File: src/rtl/muldiv4_seq_pkg.sv
// Shared types and constants for the muldiv4_seq sequencer.
// State and op encodings, iteration count.
package muldiv4_seq_pkg;

  typedef enum logic [1:0] {
    IDLE = 2'd0,
    RUN  = 2'd1,
    DONE = 2'd2
  } state_t;

  typedef enum logic {
    OP_MUL = 1'b0,
    OP_DIV = 1'b1
  } op_t;

  localparam int ITERS = 4;
  localparam logic [1:0] LAST_ITER = 2'(ITERS - 1);

endpackage

File: src/rtl/muldiv4_seq_addsub.sv
// 4-bit ripple adder/subtractor shared by MUL and DIV.
// Ctrl=1 subtracts; carry-in is tied to Ctrl.
module AddSub4b (
  input  logic       Ctrl,
  input  logic [3:0] A,
  input  logic [3:0] B,
  output logic [3:0] S,
  output logic       Co
);

  logic [4:0] c;
  logic [3:0] bx;

  // ripple chain of full adders over A and conditionally inverted B
  always_comb begin
    bx   = B ^ {4{Ctrl}};
    c    = '0;
    S    = '0;
    c[0] = Ctrl;
    for (int i = 0; i < 4; i++) begin
      S[i]     = A[i] ^ bx[i] ^ c[i];
      c[i + 1] = (A[i] & bx[i]) | (c[i] & (A[i] ^ bx[i]));
    end
    Co = c[4];
  end

endmodule

File: src/rtl/muldiv4_seq.sv
// Multi-cycle 4-bit unsigned multiply / divide sequencer.
// Shift-add MUL and restoring DIV over one shared adder.
import muldiv4_seq_pkg::*;

module muldiv4_seq (
  input  logic       clk,
  input  logic       rst_n,
  input  logic       start,
  input  logic       op,
  input  logic [3:0] a,
  input  logic [3:0] b,
  output logic       busy,
  output logic       done,
  output logic [7:0] result,
  output logic       dz
);

  state_t     state;
  state_t     state_nx;
  op_t        op_q;
  logic [3:0] a_q;
  logic [3:0] b_q;
  logic [3:0] hi;
  logic [3:0] lo;
  logic [1:0] cnt;

  logic       add_ctrl;
  logic [3:0] add_a;
  logic [3:0] add_b;
  logic [3:0] sum;
  logic       co;
  logic [4:0] sh;
  logic       take;
  logic [3:0] hi_nx;
  logic [3:0] lo_nx;

  AddSub4b u_addsub (
    .Ctrl (add_ctrl),
    .A    (add_a),
    .B    (add_b),
    .S    (sum),
    .Co   (co)
  );

  // operand muxing into the shared adder and next hi/lo
  always_comb begin
    sh       = {hi, lo[3]};
    add_ctrl = 1'b0;
    add_a    = hi;
    add_b    = lo[0] ? a_q : 4'h0;
    take     = 1'b0;
    hi_nx    = hi;
    lo_nx    = lo;
    if (op_q == OP_DIV) begin
      add_ctrl = 1'b1;
      add_a    = sh[3:0];
      add_b    = b_q;
      take     = sh[4] | co;
      hi_nx    = take ? sum : sh[3:0];
      lo_nx    = {lo[2:0], take};
    end else begin
      {hi_nx, lo_nx} = {co, sum, lo[3:1]};
    end
  end

  // state register
  always_ff @(posedge clk or negedge rst_n) begin
    if (!rst_n) state <= IDLE;
    else        state <= state_nx;
  end

  // next-state logic
  always_comb begin
    state_nx = state;
    unique case (state)
      IDLE:    if (start) state_nx = RUN;
      RUN:     if (cnt == LAST_ITER) state_nx = DONE;
      DONE:    state_nx = IDLE;
      default: state_nx = IDLE;
    endcase
  end

  // operand capture, iterations, result and done pulse
  always_ff @(posedge clk or negedge rst_n) begin
    if (!rst_n) begin
      op_q   <= OP_MUL;
      a_q    <= '0;
      b_q    <= '0;
      hi     <= '0;
      lo     <= '0;
      cnt    <= '0;
      dz     <= 1'b0;
      done   <= 1'b0;
      result <= '0;
    end else begin
      done <= 1'b0;
      case (state)
        IDLE: begin
          if (start) begin
            op_q <= op_t'(op);
            a_q  <= a;
            b_q  <= b;
            hi   <= '0;
            lo   <= op ? a : b;
            dz   <= op && (b == 4'h0);
            cnt  <= '0;
          end
        end
        RUN: begin
          hi  <= hi_nx;
          lo  <= lo_nx;
          cnt <= cnt + 2'd1;
          if (cnt == LAST_ITER) begin
            result <= dz ? {a_q, 4'hF}
                         : {hi_nx, lo_nx};
          end
        end
        DONE: done <= 1'b1;
        default: ;
      endcase
    end
  end

  assign busy = (state != IDLE);

endmodule

File: config.mk
export PLATFORM = sky130hd
export DESIGN_NAME = muldiv4_seq
export DESIGN_NICKNAME = d
export VERILOG_FILES = /design/src/rtl/muldiv4_seq_pkg.sv /design/src/rtl/muldiv4_seq_addsub.sv /design/src/rtl/muldiv4_seq.sv
export SDC_FILE = /design/constraint.sdc
export NUM_CORES = 1
export LEC_CHECK = 0
export ABC_AREA = 1
export ABC_CLOCK_PERIOD_IN_PS = 3200
export CORE_ASPECT_RATIO = 1.2
export CORE_MARGIN = 5
export CORE_UTILIZATION = 54
export DETAILED_ROUTE_END_ITERATION = 16
export PLACE_DENSITY = 0.78
export SYNTH_ARGS = -nofsm -noshare
export SYNTH_HDL_FRONTEND = slang
export SYNTH_SLANG_ARGS = --single-unit
File: constraint.sdc
create_clock -name clk -period 3.2 [get_ports clk]
set_input_delay 0.64 -clock clk [delete_from_list [all_inputs] [get_ports clk]]
set_output_delay 0.64 -clock clk [all_outputs]
set_load 0.02 [all_outputs]
==> impl_metrics.py <==
metrics = {
    "setup_path": {
        "critPathArrivalTime_ns": 3.15,
        "crit_chain": "inv_2 > nand2_1 > nand2_1 > o21ai_0 > fa_1 > fa_1 > inv_1 > fa_1 > inv_1 > nor2_4 > o21ai_1 > o21ai_1 > nand3_1 > nand3_1 > nand2_1",
        "reg2regPathDepth": 15,
        "cpMaxStageDelayCell": "dfrtp_1",
        "cp_data_required_time_ns": 3.44,
        "path_delay_family": "adder cells",
        "cp_max_fo": 21,
        "r2r-start": "op_q",
        "path_buf_inv": 3,
        "critical-path-max-stage-delay_ns": 0.40,
        "path_class": "register to register",
        "cp-end-kind": "register",
        "r2r_end": "result[5]",
        "worst-r2r-setup-slack_ns": 0.29,
        "cp-start-kind": "register",
    },
    "global_route": {
        "grt_usage_pct": 21.8,
        "antenna_found_initial": 0,
        "grt_max_degree": 32,
        "grt-ovfl-total": 0,
        "grt_pass1_vias": 1507,
        "grt_pass1_wl_mm": 7.11,
    },
    "cells_and_area": {
        "syn_to_final_growth_pct": 16.9,
        "final_util_pct": 65.3,
        "final_net_count": 244,
        "drive_gt1_share_pct": 13.5,
        "fillers": 270,
        "diodes": 0,
        "multi_input_area_um2": 767,
        "final-seq-area_um2": 776,
        "fin_cells": 265,
    },
    "sta": {
        "fin_tns_setup_ns": 0,
        "finalCritPeriodShare_pct": 90.8,
        "slew_headroom_pct": 61.0,
        "rsz0062_at_grt": "no",
        "fin_crit_ns": 2.91,
        "slew_viol_final": 0,
        "skew_ns": 0.00501,
        "hold_violations": 0,
        "max_slew.worst_pin.slew_ns": 0.585,
        "setup_viol": 0,
        "fmax_ghz": 0.344,
    },
    "pwr": {
        "p_leak_nw": 0.953,
        "ir_drop_mv": 0.798,
        "pwr-share-seq_pct": 29.8,
        "power.internal_mw": 1.19,
        "p_sw_mw": 1.14,
        "swShare_pct": 48.8,
        "power.density_nw_per_um2": 1180,
        "p_comb_share_pct": 60.7,
        "pwr-share-clk_pct": 9.6,
    },
    "floorplan": {
        "dieHeight_um": 71.3,
        "fp-row-count": 22,
        "ioPinCount": 23,
        "dieArea_um2": 4360,
        "initial_core_util_pct": 55.9,
        "core_um2": 3030,
        "die_x_um": 61.1,
    },
    "cts": {
        "cts_sinks": 31,
        "hold_buffers": 0,
        "insertion_delay_ns": 0.34,
        "cts_max_level": 2,
        "cts_tree": "yes",
        "cts.clk_slew.worst_paths_ns": 0.10,
        "post_cts_resized": 0,
        "postCtsSetupBuffers": 0,
        "cts_made_buffers": 5,
        "cts_buffer_depth": 2,
        "root_buffer": "clkbuf_4",
    },
    "job": {
        "maxCapViolCount": 0,
    },
    "routing": {
        "totalWireLength_mm": 4.18,
        "wl_met1_mm": 1.73,
        "vias": 1516,
        "first_pass_iters": 5,
        "drc_errors": 0,
        "drtAntennaViolNets": 0,
        "post_drt_wl_per_cell_um": 15.8,
        "viasPerCell": 5.72,
        "dr.max_layer_used": "met4",
        "wl_met3_um": 231,
        "met2WireLength_mm": 2.06,
        "drtIter0Drc": 71,
    },
    "yosys": {
        "yosys_register_bits": 31,
        "ys_seq_area_share_pct": 45.9,
        "synthTopCellsByCount": "nand2_1 (61), dfrtp_1 (31), inv_1 (22)",
        "synth_ff_type": "dfrtp_1",
        "syn_area_um2": 1690,
        "avgSynthCellArea_um2": 8.33,
        "synth_area_leaders": "dfrtp_1 (46%), nand2_1 (14%), inv_1 (4.9%), o21ai_0 (4.4%), fa_1 (3.6%)",
        "synth.most_common_cell": "nand2_1",
        "synth_warnings": 0,
        "syn_inst": 203,
        "synthArstFlopShare_pct": 100,
        "synth_top_area_share_pct": 45.9,
        "yosysTopAreaCell": "dfrtp_1",
        "yosysUniqueCellTypes": 33,
        "synth-edff-count": 0,
        "synth_nets": 219,
    },
    "place": {
        "portBuffers": 22,
        "placedCellCount": 257,
        "place_congestion": 0.904,
        "dp_hpwl_mm": 3.13,
    },
    "worst_hold_path": {
        "hold_path_startpoint": "state[0]",
        "hold_class": "register to register",
        "hold_path_end": "done",
        "holdPathStages": 1,
    },
    "run_status": {
        "status": "finished clean",
    },
}
routing by layer:
metal,GRT usage (%),up-vias
met5,0,-
met4,8.67,0
met3,5.23,20
met2,34.0,60
met1,28.8,729
li1,-,707
sequential cells by signal, summed over array words and instances (netlist names):
| register | count |
|---|---|
| done | 1 |
| dz | 1 |
| a_q | 4 |
| b_q | 4 |
| hi | 4 |
| result | 8 |
| lo | 4 |
| state | 2 |
| cnt | 2 |
| op_q | 1 |
stage by stage:
step	hold slack, ns	instance area [um2]	setup slack (ns)	power, mW
floorplan	0.344	1690	0.623	1.71
global placement	0.439	1920	0.481	2.03
detailed placement	0.461	1920	0.370	2.09
CTS	0.470	1980	0.345	2.32
global route	0.492	1980	0.0981	2.55
finish	0.473	1980	0.293	2.33
layout by cell type (no fill, tap or decap), types with 7 or more instances in the layout:
cell and instances:
nand3_1 7, nand2_1 61, o21ai_1 11, inv_1 22
dfrtp_1 31, o21ai_0 15, clkdlybuf4s50_1 22
area by class of cell:
cell class              instances  area share, %
inverters                      27           5.13
clock inverters                 3          0.759
repair buffers                 24           11.9
flip-flops and latches         31           39.2
clock buffers                   5           1.90
well taps                      36           2.28
multi-input cells             139           38.8
worst register-to-register path, cell delays in order, from the launching register on:
cell	delay [ns]
dfrtp_1	0.40
inv_2	0.28
nand2_1	0.14
nand2_1	0.09
o21ai_0	0.10
fa_1	0.40
fa_1	0.37
inv_1	0.08
fa_1	0.22
inv_1	0.09
nor2_4	0.17
o21ai_1	0.08
o21ai_1	0.14
nand3_1	0.12
nand3_1	0.08
nand2_1	0.06
power by group through the flow:
stage,Clock [mW],Combinational (mW),Sequential (mW)
after floorplan,0,0.982,0.730
after detailed placement,0,1.39,0.699
after global routing,0.244,1.59,0.712
final,0.223,1.42,0.694
after CTS,0.224,1.40,0.691
after global placement,0,1.34,0.687
logic make-up (layout without fill, tap and decap cells):
family	Yosys count	count (layout)	synth area share, %
AND/OR/NAND/NOR	86	86	22.6
buffers and inverters	33	59	8.80
adder cells (fa/ha/maj)	4	4	4.29
flip-flops	31	31	45.9
AO/OA/AOI/OAI	49	49	18.4
how the worst max path moves through the flow:
stage                     startpoint   endpoint  slack [ns]  depth (start not counted)
after global placement          op_q  result[5]        0.48                         15
final                           op_q  result[5]        0.29                         15
after global routing            op_q  result[5]         0.1                         15
after CTS                       op_q  result[5]        0.35                         15
after floorplan                 op_q  result[5]        0.62                         16
after detailed placement        op_q  result[5]        0.37                         15
Power figures use the tool's default switching activity.
